===== config.mk =====
export PLATFORM = sky130hd
export DESIGN_NAME = motor_cmd_filter
export DESIGN_NICKNAME = d
export VERILOG_FILES = /design/src/rtl/motor_ctrl_pkg.sv /design/src/rtl/sample_averager.sv /design/src/rtl/motor_cmd_filter.sv
export SDC_FILE = /design/constraint.sdc
export NUM_CORES = 1
export LEC_CHECK = 0
export CORE_AREA = 3 3 138 140
export DETAILED_ROUTE_END_ITERATION = 16
export DIE_AREA = 0 0 141 143
export MAX_ROUTING_LAYER = met4
export PLACE_DENSITY = 0.64
export SLEW_MARGIN = 20
export SYNTH_ARGS = -nofsm -noshare
export SYNTH_HDL_FRONTEND = slang
export SYNTH_HIERARCHICAL = 1
export SYNTH_SLANG_ARGS = --single-unit

===== constraint.sdc =====
create_clock -name CLOCK_50 -period 3.5 [get_ports CLOCK_50]
set_input_delay 0.525 -clock CLOCK_50 [delete_from_list [all_inputs] [get_ports CLOCK_50]]
set_output_delay 0.525 -clock CLOCK_50 [all_outputs]
set_load 0.01 [all_outputs]

===== src/rtl/motor_ctrl_pkg.sv =====
// motor_ctrl_pkg -- shared widths and state encoding for the motor command path.
//   SAMPLE_W     : accelerometer sample width (signed)
//   CMD_W        : duty command width, shared with the PWM stage
//   CMD_MAX      : largest duty command
//   filt_state_t : command filter states {PRIME, RUN, BRAKE}
package motor_ctrl_pkg;

    localparam int SAMPLE_W = 12;
    localparam int CMD_W    = 10;
    localparam logic [CMD_W-1:0] CMD_MAX = 10'd1023;

    typedef enum logic [1:0] {
        PRIME = 2'd0,
        RUN   = 2'd1,
        BRAKE = 2'd2
    } filt_state_t;

endpackage


===== src/rtl/sample_averager.sv =====
// sample_averager -- power-of-two moving-window sum of signed samples.
// Ports:
//   clk, rst_n    : clock, asynchronous active-low reset
//   sample        : signed sample, accepted when sample_valid is high
//   sample_valid  : one-cycle accept strobe (may be high every clock)
//   sum           : signed running sum of the last 2^AVG_LOG2 samples
//   primed        : sticky, set once 2^AVG_LOG2 samples have been accepted
module sample_averager
    import motor_ctrl_pkg::*;
#(
    parameter int AVG_LOG2 = 3
) (
    input  logic                               clk,
    input  logic                               rst_n,
    input  logic [SAMPLE_W-1:0]                sample,
    input  logic                               sample_valid,
    output logic signed [SAMPLE_W+AVG_LOG2-1:0] sum,
    output logic                               primed
);

    localparam int WIN   = 1 << AVG_LOG2;
    localparam int SUM_W = SAMPLE_W + AVG_LOG2;

    logic [WIN-1:0][SAMPLE_W-1:0] ring;
    logic [AVG_LOG2-1:0]          wr_ptr;
    logic [AVG_LOG2:0]            fill;
    logic signed [SUM_W-1:0]      sum_next;

    // Add the newcomer and drop the entry it overwrites (the oldest).
    assign sum_next = sum + SUM_W'($signed(sample)) - SUM_W'($signed(ring[wr_ptr]));

    always_ff @(posedge clk or negedge rst_n) begin
        if (!rst_n) begin
            ring   <= '0;
            wr_ptr <= '0;
            fill   <= '0;
            sum    <= '0;
            primed <= 1'b0;
        end else if (sample_valid) begin
            ring[wr_ptr] <= sample;
            wr_ptr       <= wr_ptr + 1'b1;   // window is a power of two: natural wrap
            sum          <= sum_next;
            if (!primed) begin
                fill <= fill + 1'b1;
                if (fill == (AVG_LOG2+1)'(WIN - 1))
                    primed <= 1'b1;
            end
        end
    end

endmodule


===== src/rtl/motor_cmd_filter.sv =====
// motor_cmd_filter -- turns raw accelerometer samples into the PWM duty command.
// Average over 2^AVG_LOG2 samples, deadband, clamp to 0..CMD_MAX, optional
// ramp limit on increases, brake forces zero.
// Build option: define MOTOR_RAMP_LIMIT_EN to rate-limit increases to
// RAMP_STEP per RAMP_DIV clocks; otherwise the command follows the target.
// Ports:
//   CLOCK_50, RESET_n : 50 MHz clock, asynchronous active-low reset
//   SAMPLE            : signed accelerometer sample
//   SAMPLE_VALID      : one-cycle strobe for SAMPLE
//   BRAKE             : level, forces the command to zero
//   PWMinput          : duty command to the PWM stage
//   CMD_VALID         : high in RUN (window primed, not braking)
module motor_cmd_filter
    import motor_ctrl_pkg::*;
#(
    parameter int AVG_LOG2  = 3,
    parameter int DEADBAND  = 40,
    parameter int RAMP_DIV  = 50000,
    parameter int RAMP_STEP = 8
) (
    input  logic                CLOCK_50,
    input  logic                RESET_n,
    input  logic [SAMPLE_W-1:0] SAMPLE,
    input  logic                SAMPLE_VALID,
    input  logic                BRAKE,
    output logic [CMD_W-1:0]    PWMinput,
    output logic                CMD_VALID
);

    localparam int SUM_W = SAMPLE_W + AVG_LOG2;
    localparam logic signed [SUM_W-1:0] DB    = SUM_W'(DEADBAND);
    localparam logic signed [SUM_W-1:0] MAX_S = SUM_W'(CMD_MAX);

    logic signed [SUM_W-1:0] sum, avg, excess;
    logic                    primed;
    logic [CMD_W-1:0]        target, target_next, up_val, pwm_d;
    filt_state_t             state_q, state_d;

    sample_averager #(.AVG_LOG2(AVG_LOG2)) u_avg (
        .clk          (CLOCK_50),
        .rst_n        (RESET_n),
        .sample       (SAMPLE),
        .sample_valid (SAMPLE_VALID),
        .sum          (sum),
        .primed       (primed)
    );

    // Arithmetic shift: truncates toward -inf, so small negatives stay negative.
    assign avg    = sum >>> AVG_LOG2;
    assign excess = avg - DB;

    always_comb begin
        target_next = '0;
        if (avg > DB)
            target_next = (excess > MAX_S) ? CMD_MAX : excess[CMD_W-1:0];
    end

`ifdef MOTOR_RAMP_LIMIT_EN
    localparam int RC_W = (RAMP_DIV > 1) ? $clog2(RAMP_DIV) : 1;

    logic [RC_W-1:0]  ramp_cnt;
    logic             ramp_tick;
    logic [CMD_W-1:0] room, step;

    assign ramp_tick = (ramp_cnt == RC_W'(RAMP_DIV - 1));

    // Free-running divider, independent of state.
    always_ff @(posedge CLOCK_50 or negedge RESET_n) begin
        if (!RESET_n)       ramp_cnt <= '0;
        else if (ramp_tick) ramp_cnt <= '0;
        else                ramp_cnt <= ramp_cnt + 1'b1;
    end

    // Only consulted when target >= PWMinput, so room never underflows.
    always_comb begin
        room   = target - PWMinput;
        step   = (room > CMD_W'(RAMP_STEP)) ? CMD_W'(RAMP_STEP) : room;
        up_val = ramp_tick ? PWMinput + step : PWMinput;
    end
`else
    logic unused_ramp_cfg;
    assign unused_ramp_cfg = ^{RAMP_DIV, RAMP_STEP};
    assign up_val = target;
`endif

    always_comb begin
        state_d = state_q;
        pwm_d   = PWMinput;
        unique case (state_q)
            PRIME: begin
                pwm_d = '0;
                if (primed) state_d = BRAKE ? motor_ctrl_pkg::BRAKE : RUN;
            end
            RUN: begin
                if (BRAKE) begin
                    state_d = motor_ctrl_pkg::BRAKE;
                    pwm_d   = '0;
                end else if (target < PWMinput) begin
                    pwm_d = target;        // decreases are never rate-limited
                end else begin
                    pwm_d = up_val;
                end
            end
            motor_ctrl_pkg::BRAKE: begin
                pwm_d = '0;                // released brake ramps up from zero
                if (!BRAKE) state_d = RUN;
            end
            default: begin
                state_d = PRIME;
                pwm_d   = '0;
            end
        endcase
    end

    always_ff @(posedge CLOCK_50 or negedge RESET_n) begin
        if (!RESET_n) begin
            state_q   <= PRIME;
            target    <= '0;
            PWMinput  <= '0;
            CMD_VALID <= 1'b0;
        end else begin
            state_q   <= state_d;
            target    <= target_next;
            PWMinput  <= pwm_d;
            CMD_VALID <= (state_d == RUN);
        end
    end

endmodule


==> metrics <==
num rows=49; Post-Syn Instances=between 600 and 700; Tightest Pin Transition=790 ps; Synth-to-Final Area Change=24.5%; largest cells by area after synthesis=dfrtp_1 (48%), mux2_2 (10%), mux4_2 (7.4%), o21ai_0 (4.1%), fa_1 (3.8%); period utilisation layout=102%; DRC viols=0; DR WL/cell=17.2 µm; Max-cap violations=0; total gr overflow=0; core area=18000 µm²; failing checks=negative setup slack; Clock Sinks=142; outcome=finished, violations left; post-synth top area cell=dfrtp_1; IO buf count=26; Die Ht=roughly 140 µm; Worst-path clk slew=60 ps; Antenna Nets Post-Route=0; Tmin final=~3600 ps; Layout Nets=758; number of synthesis warnings=6; Slowest-stage cell, CP=fa_2; Layout Utilization=50.9%; ys async rst share=100%; antenna violations before repair=0; share of layout cells above drive strength 1=31.1%; CP top delay family=adder cells; Clock Skew=10.0 ps; highest routed layer=met4; Post-Route WL=16400 µm; synth unique cells=55; # IOs=27; Syn Nets=slightly below 700; top-area cell type share of the netlist area=48.4%; Post-synth top cells=dfrtp_1 (142), mux2_2 (66), nand2_1 (64); fin. max-slew vios=0; H-tree depth=4; Post-Synthesis Cell Area=roughly 7300 µm²; WL met2=8340 µm; worst hold path class=in -> async; met3 wire length=566 µm; CTS Buf Count=17; crit path buf inv count=2; post-synthesis sequential area ratio=48.4%; Initial Util=40.9%; post-DR vias/cell=5.29; CP required=3810 ps; PnR worst setup slack=-74.5 ps; total global routing track utilization=17.7%; number of synthesized flops with an enable pin=0; critical path class=reg -> reg; CP endpoint kind=register; largest net degree at the start of global routing=70; Die W=141 µm; met1 wire length=7250 µm; DIE AREA=20200 µm²; vias in the first global route=around 5300; # diodes=0; Max Clock Freq=280 MHz; endpoints failing hold=0; DP Worst Slack=-261 ps; routability cong.=0.845; DP HPWL=approximately 11000 µm; critical path, cell by cell=buf_6, mux4_2, mux2_4, fa_2, inv_2, ha_4, a21o_1, a21oi_4, o21ai_2, a221o_1, and4b_1, or3_1; Initial DRC Count=253; Clock Latency Late Sink=between 400 and 500 ps; Setup violations, final=3; via count=a little over 5000; crit path launch type=register; DR pass1 iterations=4; Worst Path Arrival=3880 ps; most frequent cell after synthesis=dfrtp_1; unrepaired setup endpoints after global routing=yes; max incr delay on CP=610 ps; root buffer cell=clkbuf_16; Max-slew headroom=47.0%; Max FO, Critical Path=3; synthesized flop and latch total=around 140; Main synth FF type=dfrtp_1; CTS tree=done; first-pass GRT wire length=26900 µm; synthesized area per cell=approximately 12 µm²; clock buffer depth=2
per-stage QoR:
step	cell area [µm²]	cells	hold slack, ps	TNS [ps]
after floorplan	7390	632	229	-154
after global placement	8210	911	429	-557
after detailed placement	8210	911	434	-942
after CTS	8940	949	115	-216
after global routing	9140	952	144	-699
final	9140	952	92.4	-131
final timing paths:
path | from | slack, ps | to | depth (start not counted)
min in group CLOCK_50 | target[7]$_DFF_PN0_ | 440 | PWMinput[7]$_DFF_PN0_ | 1
worst min-delay path | RESET_n | 90 | u_avg/fill[1]$_DFFE_PN0P_ | 1
worst max register to register | u_avg/wr_ptr[0]$_DFFE_PN0P_ | -70 | u_avg/sum[13]$_DFFE_PN0P_ | 12
worst min register to register | target[7]$_DFF_PN0_ | 440 | PWMinput[7]$_DFF_PN0_ | 1
max in group asynchronous | RESET_n | 2540 | u_avg/ring[27]$_DFFE_PN0P_ | 2
worst max-delay path | u_avg/wr_ptr[0]$_DFFE_PN0P_ | -70 | u_avg/sum[13]$_DFFE_PN0P_ | 12
cell families after synthesis:
group,after synthesis,share of synthesized area (%)
compound gates,122,10.5
xor+xnor,19,2.27
fa+ha+maj,32,6.89
buf+inv,86,4.69
flops,142,48.4
mux,97,18.4
simple gates,134,8.81
area by class of cell:
| cell class | instances | area [µm²] |
|---|---|---|
| sequential | 142 | 3560 |
| tap | 229 | 287 |
| multi-input combinational | 404 | 3700 |
| clock buffer | 18 | 429 |
| inverter | 57 | 214 |
| clock inverter | 14 | 136 |
| timing repair buffer | 88 | 813 |
| fill | 1512 | 8820 |
state kept, by name (all words and copies together), names as in the netlist:
register,flops
target,10
CMD_VALID,1
u_avg/primed,1
state_q,2
u_avg/sum,15
u_avg/fill,4
u_avg/wr_ptr,3
u_avg/ring,96
PWMinput,10
routing by layer:
| metal | global-route usage (%) | vias up |
|---|---|---|
| met2 | 28.9 | 95 |
| met4 | 6.07 | 0 |
| met1 | 21.9 | 2544 |
| li1 | - | 2373 |
| met3 | 3.92 | 24 |
| met5 | - | - |
what timing repair did:
action	in CTS	in global routing
setup endpoints to repair	6	7
hold buffers	0	0
pin swaps	7	4
setup buffers	5	3
cloned	1	0
resized for setup	14	33
cell usage in the layout, fill, tap and decap left out, drive strengths merged, types with 3 or more instances in the layout:
cell	Yosys	routed
nand3	3	3
nor3b	3	3
o21a	4	4
nand2	64	64
or3	5	5
nor2	19	19
nand4b	3	3
mux2	66	66
clkdlybuf4s50	0	25
nor3	7	7
clkbuf	14	18
fa	14	14
mux4	24	24
o21ai	66	66
mux2i	7	7
inv	57	61
clkinv	0	5
buf	15	62
o31ai	4	4
a21oi	12	12
clkinvlp	0	4
and2	10	10
o22ai	5	5
nand2b	7	7
a211oi	7	7
a21o	8	8
ha	18	18
xor2	7	7
xnor2	12	12
dfrtp	142	142
Power is left out: the tool's default activity adds up to more than one toggle a clock period on the data nets, which glitch-free logic cannot reach.
==> RTL edit 1 (config.mk and constraints unchanged) <==
`AVG_LOG2` is set to 3 in 2 places; all go to 2.
--- a/src/rtl/sample_averager.sv
+++ b/src/rtl/sample_averager.sv
@@ -10,3 +10,3 @@
 #(
-    parameter int AVG_LOG2 = 3
+    parameter int AVG_LOG2 = 2
 ) (
--- a/src/rtl/motor_cmd_filter.sv
+++ b/src/rtl/motor_cmd_filter.sv
@@ -15,3 +15,3 @@
 #(
-    parameter int AVG_LOG2  = 3,
+    parameter int AVG_LOG2  = 2,
     parameter int DEADBAND  = 40,
Function: changed (a bounded check fails within 10 cycles, from zero or initial values and one cycle with RESET_n low).
==> RTL edit 1 against the original RTL <==
Critical path depth shrank 1; area after synthesis shrank 33%; clock skew shrank 0.0013 ns; worst setup slack gained 0.29 ns; cell area shrank 37%; via count shrank 33%; wire length shrank 43%; sequential share of layout area grew 0.76 points; utilization shrank 19 points; sequential cell count shrank 51; global-route usage shrank 7.3 points; final cell count shrank 22%; critical endpoint is now u_avg/sum[12]; largest cell class unchanged.
Power is not shown: default switching activity piles up to over one toggle a cycle in this logic, so the estimate is an artifact.
==> RTL edit 1: results (changes against the original RTL) <==
[run_status]
status=finished clean  ; was complete, but fails checks

[detailed_routing]
drtPass1Iterations=4  ; unchanged
route.met3.wl_um=281  ; was 566 um
post_drt_wl_per_cell_um=12.6  ; was 17.2 um
wl_met1_um=4650  ; was 7250 um
met2_length_um=4310  ; was 8340 um

[grt]
grtUsageTotal=0.104  ; was 0.177
grt_pass1_wl_um=16500  ; was 26900 um
grt_max_degree=73  ; was 70

[cells_and_area]
stdcell_count=744  ; was 952
n_fill_cell=1837  ; was 1512
reg.largest.list=u_avg/ring (48), u_avg/sum (14)  ; was u_avg/ring (96), u_avg/sum (15)
nets=561  ; was 758
drive_gt1_frac=0.0816  ; was 0.311

[worst_setup_path]
path_max_fanout=13  ; was 3
reg2regPathDepth=11  ; was 12
rr_endpoint=u_avg/sum[12]  ; was u_avg/sum[13]
cp_slowest_stage_delay_ns=0.51  ; was 0.61 ns
cpMaxStageDelayCell=mux4_2  ; was fa_2
arrival_ns=3.56  ; was 3.88 ns

[clocking]
cts_buffers=9  ; was 17
clk_latency_ns=0.34  ; was 0.43 ns
clk_path_buf_depth=2  ; unchanged
cts-htree-levels=3  ; was 4

[placed_design]
gp_congestion=0.841  ; was 0.845
place_area_sq_um=5470  ; was 8210 sq um
dp_hpwl_um=6880  ; was 11300 um
pre_cts_ws_ns=0.159  ; was -0.261 ns

[timing]
worst_slack_ns=0.216  ; was -0.0745 ns
fin_hold_ws_ns=0.318  ; was 0.0924 ns
slew-limit-headroom=0.407  ; was 0.470
finalClockSkew_ns=0.00871  ; was 0.0100 ns

[synthesis]
synth_common_cells=dfrtp_1, nand2_1, o21ai_0  ; was dfrtp_1, mux2_2, nand2_1
ys_top_cells_by_area=dfrtp_1, o21ai_0, nand2_1, ha_1, fa_1  ; was dfrtp_1, mux2_2, mux4_2, o21ai_0, fa_1
synth.net_count=533  ; was 680
avgSynthCellArea_sq_um=10.2  ; was 11.6 sq um

RTL edit 1: cell count changes after synthesis, sizes merged, moves of 7 or more:
cell / before / now
o21ai: 66 / 73
mux2: 66 / 2
dfrtp: 142 / 91
buf: 15 / 5
nand2: 64 / 71
mux4: 24 / 12
nor2: 19 / 11
RTL edit 1: layout make-up:
| cell class | instances | area (sq um) | area share |
|---|---|---|---|
| repair buffers | 34 | 330 | 0.0575 |
| flip-flops and latches | 91 | 2280 | 0.397 |
| clock inverters | 3 | 23.8 | 0.00414 |
| well taps | 229 | 287 | 0.0499 |
| inverters | 60 | 225 | 0.0392 |
| multi-input cells | 315 | 2350 | 0.410 |
| clock buffers | 12 | 246 | 0.0429 |
RTL edit 1: worst register-to-register path, cell delays in order, from the launching register on:
cell and delay, ns:
dfrtp_2 0.45, buf_12 0.18, mux4_2 0.52, fa_1 0.49, inv_1 0.04, ha_1 0.34
a21o_1 0.21, a21o_1 0.20, a21oi_1 0.24, nor2b_1 0.10, a2111o_1 0.38, nand3_1 0.07
RTL edit 1: repair_timing:
action                                  in CTS  in global routing
endpoints found under the setup margin       0                  3
resized for setup                            0                  2
buffers inserted                             0                  0
RTL edit 1: cell families (layout without fill, tap and decap cells):
logic type | after synthesis | after routing | synth area share
AND/OR/NAND/NOR | 127 | 127 | 0.121
AO/OA/AOI/OAI | 124 | 124 | 0.157
flip-flops | 91 | 91 | 0.461
buffers and inverters | 77 | 109 | 0.0621
adder cells (fa/ha/maj) | 34 | 34 | 0.106
multiplexers | 17 | 17 | 0.0677
XOR/XNOR | 13 | 13 | 0.0246
RTL edit 1: per-layer routing:
metal / vias up / GRT usage
met1: 1593 / 0.133
met3: 14 / 0.0248
li1: 1699 / -
met2: 45 / 0.164
met5: - / -
met4: 0 / 0.0316
==> RTL edit 2 (same flow settings) <==
Made on the original files. Encoding of `filt_state_t`: now one-hot (3 bits for 3 states).
--- a/src/rtl/motor_ctrl_pkg.sv
+++ b/src/rtl/motor_ctrl_pkg.sv
@@ -11,6 +11,6 @@
 
-    typedef enum logic [1:0] {
-        PRIME = 2'd0,
-        RUN   = 2'd1,
-        BRAKE = 2'd2
+    typedef enum logic [2:0] {
+        PRIME = 3'b001,
+        RUN   = 3'b010,
+        BRAKE = 3'b100
     } filt_state_t;
Formal check against the unedited RTL: same outputs for any inputs over 10 cycles, from zero or initial values and one cycle with RESET_n low; not proved beyond that.
==> RTL edit 2 against the original RTL <==
Cell area up 1.5%; area after synthesis up 0.65%; worst setup slack better by 0.077 ns; clock skew up 0.0023 ns; wire length down 1.6%; sequential cell count up 1; final cell count up 0.74%; critical path type unchanged; highest routed layer unchanged.
Power is not shown: default switching activity piles up to over one toggle a cycle in this logic, so the estimate is an artifact.
==> RTL edit 2: results (changes against the original RTL) <==
[grt]
grtUsageTotal=0.175  ; was 0.177
grt_pass1_vias=5232  ; was 5253
met2_usage=0.287  ; was 0.289
gr-usage-met3=0.0265  ; was 0.0392
met1_usage=0.225  ; was 0.219
antenna_found_initial=0  ; unchanged
grt_pass1_wl_um=27200  ; was 26900 um
grt_max_degree=101  ; was 70

[synthesis]
yosysSeqAreaShare=0.485  ; was 0.484
synth_common_cells=dfrtp_1, mux2_2, nand2_1  ; unchanged
ys_top_cells_by_area=dfrtp_1, mux2_2, mux4_2, o21ai_0, fa_1  ; unchanged
synthArstFlopShare=1.00  ; unchanged
synth_flop_cell=dfrtp_1  ; unchanged
synth.net_count=678  ; was 680
ys_types=58  ; was 55
yosys_warnings=6  ; unchanged

[clocking]
hold_buffers=0  ; unchanged
cts_buffers=17  ; unchanged
clkSlewWorstSetupHoldPaths_ns=0.07
clk_latency_ns=0.43  ; about the same
clk_path_buf_depth=2  ; unchanged
cts-htree-levels=4  ; unchanged
root_buffer=clkbuf_16  ; unchanged

[cells_and_area]
antenna_cells=0  ; unchanged
nets=765  ; was 758
reg.largest.list=u_avg/ring (96), u_avg/sum (15)  ; unchanged
drive_gt1_frac=0.329  ; was 0.311

[timing]
max_freq_ghz=0.286  ; was 0.280 GHz
finalClockSkew_ns=0.0123  ; was 0.0100 ns
slew-limit-headroom=0.370  ; was 0.470

[worst_setup_path]
cpLargestDelayFamily=adder cells  ; unchanged
path_max_fanout=4  ; was 3
arrival_ns=3.80  ; was 3.88 ns
cpMaxStageDelayCell=fa_1  ; was fa_2
cp_slowest_stage_delay_ns=0.51  ; was 0.61 ns

[detailed_routing]
drt-initial-drc-count=352  ; was 253
wirelength_um=16100  ; was 16400 um
ant_nets=0  ; unchanged
vias=4993  ; was 5036
drtPass1Iterations=5  ; was 4

[placed_design]
io_buffers=26  ; unchanged
gp_congestion=0.841  ; was 0.845
dp_hpwl_um=11600  ; was 11300 um

[run_status]
status=finished clean  ; was complete, but fails checks

[hold_path]
hold_path.class=input port to asynchronous set/reset pin  ; unchanged

[RTL edit 2: final timing paths]
kind | slack [ns] | startpoint | endpoint | cells after the start
worst min register to register | 0.45 | target[6] | PWMinput[6] | 1
worst max register to register | 0.003 | u_avg/wr_ptr[0] | u_avg/sum[13] | 12
max in group asynchronous | 2.56 | RESET_n | state_q[0] | 2
worst min-delay path | 0.19 | RESET_n | u_avg/wr_ptr[2] | 1
min in group CLOCK_50 | 0.45 | target[6] | PWMinput[6] | 1
worst max-delay path | 0.003 | u_avg/wr_ptr[0] | u_avg/sum[13] | 12
[RTL edit 2: what timing repair did]
action	4_1_cts	5_1_grt
setup buffers	6	1
gates resized for setup	25	23
endpoints found under the setup margin	6	8
pin swaps	11	5
[RTL edit 2: per-stage QoR]
| stage | cell area (sq um) | cells | worst slack [ns] |
|---|---|---|---|
| 2_1_floorplan | 7440 | 630 | -0.154 |
| 3_3_place_gp | 8370 | 921 | -0.171 |
| 3_5_place_dp | 8370 | 921 | -0.245 |
| 4_1_cts | 9170 | 959 | -0.00263 |
| 5_1_grt | 9280 | 959 | -0.125 |
| 6_report | 9280 | 959 | 0.00263 |
[RTL edit 2: kinds of logic after synthesis]
logic type,synth area share
multiplexers,0.183
adder cells (fa/ha/maj),0.0684
flip-flops,0.485
buffers and inverters,0.0484
AND/OR/NAND/NOR,0.0908
AO/OA/AOI/OAI,0.0974
XOR/XNOR,0.0273
[RTL edit 2: layer usage]
layer  up-vias  routed length (um)
met5         -                   0
met4         0                 236
met3        17                 443
met2        84                8200
met1      2529                7260
li1       2363                   -
[RTL edit 2: cell type report]
class / instances / area (sq um)
multi-input cells: 401 / 3710
repair buffers: 97 / 890
well taps: 229 / 287
flip-flops and latches: 143 / 3580
fillers: 1536 / 8690
inverters: 57 / 214
clock inverters: 15 / 170
clock buffers: 17 / 425
